File: src/rtl/edge_det_pkg.sv
// Shared types for the multi-channel edge detector: the per-channel
// filter FSM state and the per-channel edge-reporting mode.
package edge_det_pkg;

   // S_* = level accepted and stable, P_* = candidate new level being filtered
   typedef enum logic [1:0] {
      S_LOW  = 2'b00,
      P_HIGH = 2'b01,
      S_HIGH = 2'b10,
      P_LOW  = 2'b11
   } state_e;

   // Which accepted edges raise a tick; the FSM itself ignores mode
   typedef enum logic [1:0] {
      MODE_OFF  = 2'b00,
      MODE_RISE = 2'b01,
      MODE_FALL = 2'b10,
      MODE_BOTH = 2'b11
   } mode_e;

endpackage

File: src/rtl/edge_det_chan.sv
// One edge-detector channel: glitch-filter FSM, mode-gated Mealy tick,
// sticky event flag and saturating event counter.
module edge_det_chan
   import edge_det_pkg::*;
#(
   parameter int FILT_W = 4,
   parameter int CNT_W  = 8
) (
   input  logic              clk,
   input  logic              rst,
   input  logic              level,
   input  logic [1:0]        mode,
   input  logic [FILT_W-1:0] filt_len,
   input  logic              clr,
   input  logic              cnt_clr,
   output logic              tick,
   output logic              sticky,
   output logic [CNT_W-1:0]  evt_cnt
);

   localparam logic [FILT_W-1:0] FCNT_ONE = FILT_W'(1);
   localparam logic [CNT_W-1:0]  CNT_ONE  = CNT_W'(1);
   localparam logic [CNT_W-1:0]  CNT_MAX  = '1;

   state_e            state, state_nxt;
   logic [FILT_W-1:0] fcnt, fcnt_nxt;
   logic              rise, fall;
   mode_e             mode_sel;
   logic              want_rise, want_fall;

   assign mode_sel  = mode_e'(mode);
   assign want_rise = (mode_sel == MODE_RISE) || (mode_sel == MODE_BOTH);
   assign want_fall = (mode_sel == MODE_FALL) || (mode_sel == MODE_BOTH);

   // Next-state and edge-acceptance logic; an edge is accepted once the new
   // level has been seen for filt_len+1 consecutive cycles.
   always_comb begin
      // NOTE: every signal written here gets a default first, so no path
      // can leave one unassigned and infer a latch.
      state_nxt = state;
      fcnt_nxt  = fcnt;
      rise      = 1'b0;
      fall      = 1'b0;
      case (state)
         S_LOW: begin
            if (level) begin
               if (filt_len == '0) begin
                  rise      = 1'b1;
                  state_nxt = S_HIGH;
               end else begin
                  state_nxt = P_HIGH;
                  fcnt_nxt  = FCNT_ONE;
               end
            end
         end
         P_HIGH: begin
            if (!level) begin
               state_nxt = S_LOW;
               fcnt_nxt  = '0;
            end else if (fcnt >= filt_len) begin
               // >= so a shortened filt_len releases an already-long pending run
               rise      = 1'b1;
               state_nxt = S_HIGH;
               fcnt_nxt  = '0;
            end else begin
               fcnt_nxt  = fcnt + FCNT_ONE;
            end
         end
         S_HIGH: begin
            if (!level) begin
               if (filt_len == '0) begin
                  fall      = 1'b1;
                  state_nxt = S_LOW;
               end else begin
                  state_nxt = P_LOW;
                  fcnt_nxt  = FCNT_ONE;
               end
            end
         end
         P_LOW: begin
            if (level) begin
               state_nxt = S_HIGH;
               fcnt_nxt  = '0;
            end else if (fcnt >= filt_len) begin
               fall      = 1'b1;
               state_nxt = S_LOW;
               fcnt_nxt  = '0;
            end else begin
               fcnt_nxt  = fcnt + FCNT_ONE;
            end
         end
         default: begin
            state_nxt = S_LOW;
            fcnt_nxt  = '0;
         end
      endcase
   end

   // Mode only gates the pulse, so mode changes never create a tick
   assign tick = !rst && ((rise && want_rise) || (fall && want_fall));

   // FSM state and filter counter register
   always_ff @(posedge clk) begin
      // NOTE: sequential state uses non-blocking assignments so every
      // register samples pre-edge values regardless of statement order.
      if (rst) begin
         state <= S_LOW;
         fcnt  <= '0;
      end else begin
         state <= state_nxt;
         fcnt  <= fcnt_nxt;
      end
   end

   // Sticky flag and saturating event counter; a tick wins over a clear
   always_ff @(posedge clk) begin
      if (rst) begin
         sticky  <= 1'b0;
         evt_cnt <= '0;
      end else begin
         if (tick) begin
            sticky <= 1'b1;
         end else if (clr) begin
            sticky <= 1'b0;
         end
         if (cnt_clr) begin
            evt_cnt <= tick ? CNT_ONE : '0;
         end else if (tick && (evt_cnt != CNT_MAX)) begin
            evt_cnt <= evt_cnt + CNT_ONE;
         end
      end
   end

endmodule

File: src/rtl/edge_det_multi.sv
// NCH independent filtered edge detectors sharing one filter length.
module edge_det_multi
   import edge_det_pkg::*;
#(
   parameter int NCH    = 4,
   parameter int FILT_W = 4,
   parameter int CNT_W  = 8
) (
   input  logic                 clk,
   input  logic                 rst,
   input  logic [NCH-1:0]       level,
   input  logic [2*NCH-1:0]     mode,
   input  logic [FILT_W-1:0]    filt_len,
   input  logic [NCH-1:0]       clr,
   input  logic [NCH-1:0]       cnt_clr,
   output logic [NCH-1:0]       tick,
   output logic [NCH-1:0]       sticky,
   output logic [NCH*CNT_W-1:0] evt_cnt
);

   for (genvar i = 0; i < NCH; i++) begin : g_chan
      edge_det_chan #(
         .FILT_W (FILT_W),
         .CNT_W  (CNT_W)
      ) u_chan (
         .clk      (clk),
         .rst      (rst),
         .level    (level[i]),
         .mode     (mode[2*i +: 2]),
         .filt_len (filt_len),
         .clr      (clr[i]),
         .cnt_clr  (cnt_clr[i]),
         .tick     (tick[i]),
         .sticky   (sticky[i]),
         .evt_cnt  (evt_cnt[CNT_W*i +: CNT_W])
      );
   end

endmodule

File: config.mk
export PLATFORM = sky130hd
export DESIGN_NAME = edge_det_multi
export DESIGN_NICKNAME = d
export VERILOG_FILES = /design/src/rtl/edge_det_pkg.sv /design/src/rtl/edge_det_chan.sv /design/src/rtl/edge_det_multi.sv
export SDC_FILE = /design/constraint.sdc
export NUM_CORES = 1
export LEC_CHECK = 0
export ABC_AREA = 0
export CORE_ASPECT_RATIO = 0.75
export CORE_MARGIN = 10
export CORE_UTILIZATION = 57
export DETAILED_ROUTE_END_ITERATION = 12
export PLACE_DENSITY = 0.92
export SLEW_MARGIN = 15
export SYNTH_ARGS = -nofsm -noshare
export SYNTH_HDL_FRONTEND = slang
export SYNTH_SLANG_ARGS = --single-unit
File: constraint.sdc
create_clock -name clk -period 4.7 [get_ports clk]
set_clock_uncertainty 0.15 [all_clocks]
set_input_delay 0.705 -clock clk [delete_from_list [all_inputs] [get_ports clk]]
set_output_delay 0.705 -clock clk [all_outputs]
set_load 0.005 [all_outputs]
==> results.md, run 1 <==
* Routed Antenna Nets at 0
* I/O pin count at 66
* Final period util at 0.8248
* Resize count post-CTS at 0
* Post-detail-place hpwl at approximately 6400 um
* Primary FF master, synth: dfxtp_1
* Register area share after synthesis at 0.3443
* Clock root buffer: clkbuf_8
* Global-route wire length before repair at between 15,000 and 20,000 um
* Clock power frac at 0.375
* Placed cell area at between 4000 and 5000 sq um
* CTS clk-pin slew, worst paths at roughly 60 ps
* Die height at 87.75 um
* Max clock buf depth at 2
* VDD IR max at approximately 160 uV
* Sum Neg Setup Slack at 0 ps
* Initial antenna violation count at 0
* Die ar. at 9681 sq um
* Port-buffer cells at 65
* Sequential share of power at 0.487
* Layout overhead on the synthesized area at 23.78%
* Mean number of vias per cell at between 5 and 6
* Largest area contributor in the netlist: dfxtp_1
* Synth warnings at 0
* Drt pass-1 iters at 5
* RSZ-0062 raised after global routing: false
* P_leak at about 0.0016 uW
* Post-CTS Setup Inserts at 0
* Tmin final at between 3000 and 4000 ps
* Critical path type: in -> out
* Post-synth EDFFs at 0
* Synth top area cells: dfxtp_1 34%, ha_1 8.6%, nor2_1 4.7%
* Psw at around 310 uW
* Nets at 510
* Gr usage total at 0.1921
* Final setup fails at 0
* Critical path peak fanout at 7
* Chip Width at 110.3 um
* GPL Wtd Cong at between 0.8 and 0.9
* Hold WC Path Type: reg -> reg
* Worst path arrival time at about 3000 ps
* Placeable Area at around 5900 sq um
* Sw Ratio at 0.2828
* Initial Utilization at 0.5927
* Routed WL at around 8900 um
* H-tree Lvls at 3
* GRT overflow at 0
* Placement Rows at 24
* Residual DRC at 0
* Power per standard cell area at 256.7 nW/um^2
* Crit end category: output port
* Internal power at slightly below 800 uW
* Outcome: finished clean
* Slew Limit Fails at 0
* Antenna diodes at 0
* Share of cells above drive strength 1 at 0.1011
* Worst-margin pin slew at around 540 ps
* CTS tree: yes
* Post-route cell area at between 4000 and 5000 sq um
* Vias at 3,196
* Post-Syn Area at 3488 sq um
* Most common cell in the synthesized netlist: dfxtp_1
* Post-synthesis register bit count at 60
* CTS Hold Buffers Added at 0
* Fmax at 258.0 MHz
* CTS Buf Count at 9
* Syn nets at 450
* Drt wl/cell at between 15 and 20 um
* Max transition margin at 0.6410
* Post-Synthesis Cells at 400
* Clock sinks at 60
* Post-synthesis cell type count at just over 60
* Synth cell count leaders: 60 x dfxtp_1, 44 x nor2_1, 38 x nand2_1
* Logic gate share of total power at 0.138
* Worst EP required at 3850 ps
* Vias in the first global route at between 3,000 and 4,000
* Largest net degree at the start of global routing at 37
* WHS at between 300 and 400 ps
* Top cell type's share of synthesized area at 0.3443
* Worst skew pair latency at about 350 ps
* Syn_area_per_cell at between 8 and 9 sq um
* Final hold viol count at 0
* Max_cap viols at 0
* Async set-reset flop share out of synthesis at 0
* Crit start category: primary input
* DRT iter0 DRCs at between 200 and 250
==> sequential cells by signal, summed over array words and instances, names as in the netlist <==
name and count:
g_chan.u_chan.evt_cnt 32, g_chan.u_chan.sticky 4, g_chan.u_chan.state 8, g_chan.u_chan.fcnt 16
==> routing by layer <==
metal | up-vias | routed length, um | global-route usage
met5 | - | 0 | 0
met4 | 0 | 185 | 0.06403
met3 | 20 | 825 | 0.08217
met2 | 111 | 4047 | 0.2986
met1 | 1485 | 3814 | 0.2343
li1 | 1580 | - | -
==> cell usage in the layout, fill, tap and decap left out, types with 3 or more instances in the layout <==
cell type / n
clkinvlp_4: 4
nand3b_1: 8
ha_1: 24
xnor2_1: 9
xor2_1: 5
nor2_1: 44
a31o_1: 4
dfxtp_1: 60
buf_4: 3
clkbuf_8: 10
o21ai_0: 16
o211ai_1: 4
nor3b_1: 5
nand4_1: 11
a22oi_1: 4
a21oi_1: 17
nand2_1: 38
nor3_1: 12
mux2i_1: 9
nand3_1: 19
a21o_1: 5
or2_2: 3
inv_1: 16
clkdlybuf4s50_1: 64
and3_1: 7
a31oi_1: 6
and4bb_2: 4
or3_1: 6
a221oi_1: 4
==> power groups by stage <==
stage                     logic, uW  clock network (uW)  registers (uW)
after floorplan                 100                   0             547
after global placement          143                   0             550
after detailed placement        149                   0             551
after CTS                       152                 424             539
after global routing            170                 442             542
final                           153                 416             540
==> cell type report <==
type                       instances  area, sq um
clock buffer                      10        137.6
clock inverter                     6        40.04
fill                             438         1568
inverter                          16        60.06
multi-input combinational        305         2113
sequential                        60         1201
tap                               78        97.59
timing repair buffer              68        668.1
==> critical path: stages <==
cell and delay [ps]:
clkdlybuf4s50_1 530, inv_1 130, ha_1 310, o211ai_1 100
o2111ai_1 400, nor2b_1 190, buf_4 150, clkdlybuf4s50_1 510
==> worst paths after layout <==
| path | startpoint | endpoint | slack, ps | depth (start not counted) |
|---|---|---|---|---|
| max | filt_len[1] | tick[0] | 820 | 8 |
| min | g_chan[1].u_chan.sticky$_SDFFE_PP0P_ | g_chan[1].u_chan.sticky$_SDFFE_PP0P_ | 300 | 1 |
| max reg2reg | g_chan[3].u_chan.fcnt[0]$_SDFFE_PP0P_ | g_chan[3].u_chan.fcnt[3]$_SDFFE_PP0P_ | 2330 | 7 |
| min reg2reg | g_chan[1].u_chan.sticky$_SDFFE_PP0P_ | g_chan[1].u_chan.sticky$_SDFFE_PP0P_ | 300 | 1 |
==> metrics by stage <==
stage	cells	power, uW	util	setup slack [ps]
2_1_floorplan	400	647.2	-	1982
3_3_place_gp	527	692.1	0.7034	880.3
3_5_place_dp	527	699.9	0.7034	848.9
4_1_cts	543	1115	0.7336	842.7
5_1_grt	543	1154	0.7336	657.6
6_report	543	1108	0.7336	823.6
==> logic make-up (layout without fill, tap and decap cells) <==
group / Yosys count / count (layout) / share of synthesized area
fa+ha+maj: 24 / 24 / 0.08608
mux: 9 / 9 / 0.02583
simple gates: 181 / 181 / 0.2988
flops: 60 / 60 / 0.3443
buf+inv: 35 / 100 / 0.04985
xor+xnor: 14 / 14 / 0.03515
compound gates: 77 / 77 / 0.1600
Power figures use the tool's default switching activity.
==> run 2, diff against run 1 <==
--- a/config.mk
+++ b/config.mk
@@ -8,9 +8,9 @@
 export ABC_AREA = 0
 export CORE_ASPECT_RATIO = 0.75
 export CORE_MARGIN = 10
-export CORE_UTILIZATION = 57
+export CORE_UTILIZATION = 52
 export DETAILED_ROUTE_END_ITERATION = 12
-export PLACE_DENSITY = 0.92
+export PLACE_DENSITY = 0.86
 export SLEW_MARGIN = 15
 export SYNTH_ARGS = -nofsm -noshare
 export SYNTH_HDL_FRONTEND = slang
==> constraint.sdc (replaced) <==
create_clock -name clk -period 4 [get_ports clk]
set_clock_uncertainty 0.15 [all_clocks]
set_input_delay 0.6 -clock clk [delete_from_list [all_inputs] [get_ports clk]]
set_output_delay 0.6 -clock clk [all_outputs]
set_load 0.005 [all_outputs]
==> run 2 against run 1 <==
  * Core utilization is 5.2 points lower
  * Sequential cell count unchanged
  * Non-clock buffer count is 4 higher
  * Die area rose by 7.6%
  * Count of clock-buffer cells in the layout is 2 higher
  * Sequential share of layout area fell by 0.33 points
  * Via count is 1.5% higher
  * Wire length is 0.70% lower
  * Power grew 23%
  * Global-route usage fell by 2.4 points
  * Cell count rose by 0.92%
==> results.md, run 2 (synthesis results as in run 1) <==
* Max clock buf depth at 2 (unchanged)
* GRT overflow at 0 (unchanged)
* Mean number of vias per cell at 5.922 (was 5.886)
* Internal power at 1013 uW (was 794.9 uW)
* Hold WC Path Type: reg -> reg (unchanged)
* P_leak at 0.001633 uW (was 0.001596 uW)
* R2R setup slack at 1690 ps (was 2330 ps)
* Reg-to-Reg End: g_chan[0].u_chan.evt_cnt[2]$_SDFFE_PP0P_ (was g_chan[3].u_chan.fcnt[3]$_SDFFE_PP0P_)
* Clock root buffer: clkbuf_8 (unchanged)
* Routed WL at 8812 um (was 8874 um)
* Gr usage total at 0.1677 (was 0.1921)
* Nets at 514 (was 510)
* Critical Path, Cell by Cell: clkdlybuf4s50_1, inv_1, ha_1, o211ai_1, o2111ai_4, nand3_1, nor2_1, clkdlybuf4s50_1 (was clkdlybuf4s50_1, inv_1, ha_1, o211ai_1, o2111ai_1, nor2b_1, buf_4, clkdlybuf4s50_1)
* Initial Utilization at 0.5440 (was 0.5927)
* I/O pin count at 66 (unchanged)
* Hold Path Sink: g_chan[0].u_chan.sticky$_SDFFE_PP0P_ (was g_chan[1].u_chan.sticky$_SDFFE_PP0P_)
* CTS Hold Buffers Added at 0 (unchanged)
* Post-detail-place hpwl at 6709 um (was 6404 um)
* Crit end category: output port (unchanged)
* Power per standard cell area at 311.3 nW/um^2 (was 256.7 nW/um^2)
* DRT iter0 DRCs at 183 (was 234)
* Logic gate share of total power at 0.135 (was 0.138)
* Routed Antenna Nets at 0 (unchanged)
* Outcome: finished clean (unchanged)
* Clock power frac at 0.398 (was 0.375)
* Drt wl/cell at 16.08 um (was 16.34 um)
* RSZ-0062 raised after global routing: false (unchanged)
* Hold depth at 1 (unchanged)
* Worst path top cell family by delay: buffers and inverters (unchanged)
* Initial antenna violation count at 0 (unchanged)
* Chip Width at 114.6 um (was 110.3 um)
* Global-route wire length before repair at 14,620 um (was 15,080 um)
* GPL Wtd Cong at 0.8788 (was 0.8795)
* Commonest non-fill, non-tap cell in the layout: clkdlybuf4s50_1 (unchanged)
* Tmin final at ~3600 ps
* Vias at 3,245 (was 3,196)
* Final hold viol count at 0 (unchanged)
* Post-CTS Setup Inserts at 0 (unchanged)
* Die ar. at 10,420 sq um (was 9681 sq um)
* Power Total at 1360 uW (was 1108 uW)
* Layout overhead on the synthesized area at 25.25% (was 23.78%)
* Final period util at 0.9048
* Antenna diodes at 0 (unchanged)
* Vias in the first global route at 3,123 (was 3,168)
* Psw at 346.7 uW (was 313.5 uW)
* CTS Buf Count at 9 (unchanged)
* Max_cap viols at 0 (unchanged)
* Worst-margin pin slew at 683.6 ps (was 536.4 ps)
* Worst skew pair latency at 340 ps (was 350 ps)
* Critical path's slowest cell: clkdlybuf4s50_1 (unchanged)
* Most flop-heavy register: g_chan.u_chan.evt_cnt (unchanged)
* WHS at 306.4 ps (was 302.7 ps)
* Sw Ratio at 0.2549 (was 0.2828)
* Fmax at 276.3 MHz
* Sequential share of power at 0.467 (was 0.487)
* Share of cells above drive strength 1 at 0.1006 (was 0.1011)
* Port-buffer cells at 65 (unchanged)
* Final setup fails at 0 (unchanged)
* R2R Path Start: g_chan[0].u_chan.fcnt[0]$_SDFFE_PP0P_ (was g_chan[3].u_chan.fcnt[0]$_SDFFE_PP0P_)
* Largest registers: g_chan.u_chan.evt_cnt: 32 flops, g_chan.u_chan.fcnt: 16 flops, g_chan.u_chan.state: 8 flops (unchanged)
* Residual DRC at 0 (unchanged)
* Cell mode on critical path: clkdlybuf4s50_1 (unchanged)
* CTS clk-pin slew, worst paths at 70 ps (was 60 ps)
* Worst path arrival time at 2870 ps (was 3020 ps)
* Die height at 90.93 um (was 87.75 um)
* Drt pass-1 iters at 6 (was 5)
* Slew Limit Fails at 0 (unchanged)
* Placement Rows at 25 (was 24)
* Critical path peak fanout at 9 (was 7)
* Sum Neg Setup Slack at 0 ps (unchanged)
* WP buf/inv at 3 (was 4)
* H-tree Lvls at 3 (unchanged)
* Clock sinks at 60 (unchanged)
* Critical path type: in -> out (unchanged)
* Placeable Area at 6412 sq um (was 5886 sq um)
* Resize count post-CTS at 0 (unchanged)
* Filler cells at 505 (was 438)
* Commonest non-fill, non-tap cells in the layout: 65 x clkdlybuf4s50_1, 60 x dfxtp_1, 44 x nor2_1 (was 64 x clkdlybuf4s50_1, 60 x dfxtp_1, 44 x nor2_1)
* Worst EP required at 3250 ps (was 3850 ps)
* Slowest stage delay, CP at 530 ps (about the same)
* Cells on worst reg2reg path at 8 (was 7)
* CTS tree: yes (unchanged)
* Worst Hold Launch: g_chan[0].u_chan.sticky$_SDFFE_PP0P_ (was g_chan[1].u_chan.sticky$_SDFFE_PP0P_)
* Max transition margin at 0.5429 (was 0.6410)
* Crit start category: primary input (unchanged)
* Largest net degree at the start of global routing at 20 (was 37)
* Number of flip-flops in the largest register at 32 (unchanged)
* VDD IR max at 181.4 uV (was 162.2 uV)
==> run 2: changes by cell type in the layout (fill, tap and decap cells not counted), sizes merged <==
cell	before	now
clkbuf	10	12
clkdlybuf4s50	64	65
clkinv	2	1
clkinvlp	4	0
buf	4	7
bufinv	0	1
==> run 2: metal layers <==
| layer | routed length, um | track usage |
|---|---|---|
| met5 | 0 | 0 |
| met4 | 131 | 0.04583 |
| met3 | 706 | 0.07364 |
| met2 | 4098 | 0.2599 |
| met1 | 3875 | 0.2060 |
==> run 2: through the flow <==
| stage | cell area (sq um) | cells | utilization | worst slack [ps] |
|---|---|---|---|---|
| floorplan | 3488 | 400 | - | 1492 |
| global placement | 4179 | 534 | 0.6517 | 438.8 |
| detailed placement | 4179 | 534 | 0.6517 | 377.0 |
| CTS | 4369 | 548 | 0.6814 | 373.4 |
| global route | 4369 | 548 | 0.6814 | 186.0 |
| finish | 4369 | 548 | 0.6814 | 381.0 |
==> run 2: worst reg2reg max path, delay by kind of cell (launching register included) <==
kind	cells	cell delay, ps
compound gates	3	660
simple gates	2	490
fa+ha+maj	1	280
flops	1	360
buf+inv	2	290
==> run 2: power groups by stage <==
stage / Combinational [uW] / Clock (uW) / Sequential [uW]
finish: 184 / 541 / 635
global route: 204 / 573 / 637
CTS: 184 / 548 / 634
detailed placement: 182 / 0 / 647
global placement: 172 / 0 / 646
floorplan: 118 / 0 / 642
==> run 2: worst max-delay path by stage <==
stage	start	end	slack (ps)	cells past startpoint
after floorplan	filt_len[3]	tick[0]	1490	7
after global placement	filt_len[3]	tick[3]	440	8
after detailed placement	filt_len[3]	tick[3]	380	8
after CTS	filt_len[3]	tick[3]	370	8
after global routing	filt_len[3]	tick[3]	190	8
final	filt_len[3]	tick[3]	380	8
==> run 2: final cells by class <==
cell class / count / area, sq um / area share
Tap cell: 81 / 101.3 / 0.02320
Timing Repair Buffer: 72 / 703.2 / 0.1609
Clock buffer: 12 / 155.1 / 0.03551
Multi-Input combinational cell: 305 / 2113 / 0.4837
Inverter: 16 / 60.06 / 0.01375
Clock inverter: 2 / 35.03 / 0.008018
Sequential cell: 60 / 1201 / 0.2749
==> run 3, diff against run 2 <==
--- a/config.mk
+++ b/config.mk
@@ -6,7 +6,6 @@
 export NUM_CORES = 1
 export LEC_CHECK = 0
 export ABC_AREA = 0
-export CORE_ASPECT_RATIO = 0.75
 export CORE_MARGIN = 10
 export CORE_UTILIZATION = 52
 export DETAILED_ROUTE_END_ITERATION = 12
==> run 3 against run 2 <==
  * First-iteration DRC count decreased by 53%
  * Maximum frequency up 0.76%
  * Critical path depth did not move
  * Sequential share of layout area barely moved
  * Count of clock-buffer cells in the layout is 1 higher
  * Combinational power decreased by 2%
  * Die area down 0.32%
  * Cell count decreased by 0.73%
  * Largest cell class unchanged
==> results.md, run 3 (synthesis results as in run 1) <==
* Outcome: finished clean (unchanged)
* Layout overhead on the synthesized area at 25.43% (was 25.25%)
* Routed Antenna Nets at 0 (unchanged)
* Sequential cell area at 1201 sq um (unchanged)
* I/O pin count at 66 (unchanged)
* Critical path type: in -> out (unchanged)
* Vias at 3,217 (was 3,245)
* GRT overflow at 0 (unchanged)
* R2R setup slack at 1710 ps (was 1690 ps)
* Cells on worst reg2reg path at 8 (unchanged)
* CTS Buf Count at 9 (unchanged)
* Hold Path Sink: g_chan[1].u_chan.sticky$_SDFFE_PP0P_ (was g_chan[0].u_chan.sticky$_SDFFE_PP0P_)
* Drt pass-1 iters at 4 (was 6)
* Slew Limit Fails at 0 (unchanged)
* Max_cap viols at 0 (unchanged)
* RSZ-0062 raised after global routing: false (unchanged)
* Sw Ratio at 0.2571 (was 0.2549)
* Antenna diodes at 0 (unchanged)
* Gr usage total at 0.1722 (was 0.1677)
* Vias in the first global route at 3,158 (was 3,123)
* Reg-to-Reg End: g_chan[0].u_chan.evt_cnt[2]$_SDFFE_PP0P_ (unchanged)
* Commonest non-fill, non-tap cells in the layout: 64 x clkdlybuf4s50_1, 60 x dfxtp_1, 44 x nor2_1 (was 65 x clkdlybuf4s50_1, 60 x dfxtp_1, 44 x nor2_1)
* Sequential share of power at 0.448 (was 0.467)
* Crit end category: output port (unchanged)
* Internal power at 1052 uW (was 1013 uW)
* Power per standard cell area at 323.6 nW/um^2 (was 311.3 nW/um^2)
* Crit start category: primary input (unchanged)
* Initial Utilization at 0.5432 (was 0.5440)
* Sum Neg Setup Slack at 0 ps (unchanged)
* Initial antenna violation count at 0 (unchanged)
* Largest net degree at the start of global routing at 26 (was 20)
* Critical path peak fanout at 9 (unchanged)
* Hold WC Path Type: reg -> reg (unchanged)
* Worst-margin pin slew at 490.8 ps (was 683.6 ps)
* DRT iter0 DRCs at 86 (was 183)
* Commonest non-fill, non-tap cell in the layout: clkdlybuf4s50_1 (unchanged)
* Die height at 101.9 um (was 90.93 um)
* Max transition margin at 0.6714 (was 0.5429)
* Final period util at 0.8979 (was 0.9048)
* Chip Width at 101.9 um (was 114.6 um)
* Final core occ at 0.6813 (was 0.6814)
* Psw at 363.9 uW (was 346.7 uW)
* Port-buffer cells at 65 (unchanged)
* Mean number of vias per cell at 5.914 (was 5.922)
* Tmin final at 3592 ps (was 3619 ps)
* H-tree Lvls at 3 (unchanged)
* Clock root buffer: clkbuf_8 (unchanged)
* Multi-input gate area at 2113 sq um (unchanged)
* Logic gate share of total power at 0.127 (was 0.135)
* CTS tree: yes (unchanged)
* Die ar. at 10,380 sq um (was 10,420 sq um)
* Placeable Area at 6422 sq um (was 6412 sq um)
* Global-route wire length before repair at 14,660 um (was 14,620 um)
* CTS clk-pin slew, worst paths at 60 ps (was 70 ps)
* Clock power frac at 0.425 (was 0.398)
* Worst skew pair latency at 350 ps (was 340 ps)
* Final setup fails at 0 (unchanged)
* Placement Rows at 29 (was 25)
* R2R Path Start: g_chan[0].u_chan.fcnt[0]$_SDFFE_PP0P_ (unchanged)
* Most flop-heavy register: g_chan.u_chan.evt_cnt (unchanged)
* Share of cells above drive strength 1 at 0.1049 (was 0.1006)
* Filler cells at 510 (was 505)
* Largest registers: g_chan.u_chan.evt_cnt: 32 flops, g_chan.u_chan.fcnt: 16 flops, g_chan.u_chan.state: 8 flops (unchanged)
* Number of flip-flops in the largest register at 32 (unchanged)
* Post-CTS Setup Inserts at 0 (unchanged)
* Residual DRC at 0 (unchanged)
* P_leak at 0.001637 uW (was 0.001633 uW)
* Worst EP required at 3250 ps (about the same)
* Post-detail-place hpwl at 6259 um (was 6709 um)
* Worst Hold Launch: g_chan[1].u_chan.sticky$_SDFFE_PP0P_ (was g_chan[0].u_chan.sticky$_SDFFE_PP0P_)
* Resize count post-CTS at 0 (unchanged)
* Fmax at 278.4 MHz (was 276.3 MHz)
* Clock sinks at 60 (unchanged)
* Max clock buf depth at 2 (unchanged)
* VDD IR max at 198.0 uV (was 181.4 uV)
* Hold depth at 1 (unchanged)
* Nets at 512 (was 514)
* Final hold viol count at 0 (unchanged)
* CTS Hold Buffers Added at 0 (unchanged)
* GPL Wtd Cong at 0.8277 (was 0.8788)
* Worst path arrival time at 2840 ps (was 2870 ps)
* Drt wl/cell at 15.63 um (was 16.08 um)
* Routed WL at 8503 um (was 8812 um)
[run 3: changes by cell type in the layout (fill, tap and decap cells not counted), sizes merged]
cell,previous run,this run
buf,7,6
clkbuf,12,13
clkdlybuf4s50,65,64
clkinvlp,0,1
[run 3: worst max path at each step]
stage | from | to | slack (ps) | cells past startpoint
floorplan | filt_len[3] | tick[0] | 1490 | 7
global placement | filt_len[3] | tick[3] | 460 | 8
detailed placement | filt_len[3] | tick[3] | 400 | 8
CTS | filt_len[3] | tick[3] | 400 | 8
global route | filt_len[3] | tick[3] | 220 | 8
finish | filt_len[3] | tick[3] | 410 | 8
[run 3: per-stage QoR]
| stage | setup slack [ps] | total power (uW) | hold slack [ps] | instance area (sq um) | instances |
|---|---|---|---|---|---|
| finish | 408.3 | 1416 | 305.2 | 4375 | 544 |
| global route | 222.0 | 1472 | 319.9 | 4375 | 544 |
| CTS | 399.4 | 1427 | 308.1 | 4375 | 544 |
| detailed placement | 400.5 | 823.4 | 293.0 | 4154 | 528 |
| global placement | 455.4 | 814.5 | 281.3 | 4154 | 528 |
| floorplan | 1492 | 760.5 | 277.4 | 3488 | 400 |
[run 3: metal layers]
layer  GRT usage  vias to the layer above  wire (um)
met1      0.1898                     1551       3598
li1            -                     1590          -
met4     0.07484                        0        155
met5           0                        -          0
met3     0.05668                       15        451
met2      0.2977                       61       4298
[run 3: cell type report]
type / count / share of cell area
tap: 77 / 0.02202
clock buffer: 13 / 0.04089
multi-input combinational: 305 / 0.4830
timing repair buffer: 70 / 0.1561
sequential: 60 / 0.2745
clock inverter: 3 / 0.009723
inverter: 16 / 0.01373
[run 3: power groups by stage]
stage / Combinational (uW) / Clock [uW] / Sequential, uW
after floorplan: 118 / 0 / 642
after global placement: 169 / 0 / 646
final: 180 / 602 / 634
after CTS: 179 / 614 / 634
after detailed placement: 176 / 0 / 647
after global routing: 200 / 635 / 637
[run 3: critical path, stage by stage]
cell	delay [ps]
clkdlybuf4s50_1	520
inv_1	110
ha_1	320
o211ai_1	140
o2111ai_4	340
nand3_1	180
nor2_1	120
clkdlybuf4s50_1	520
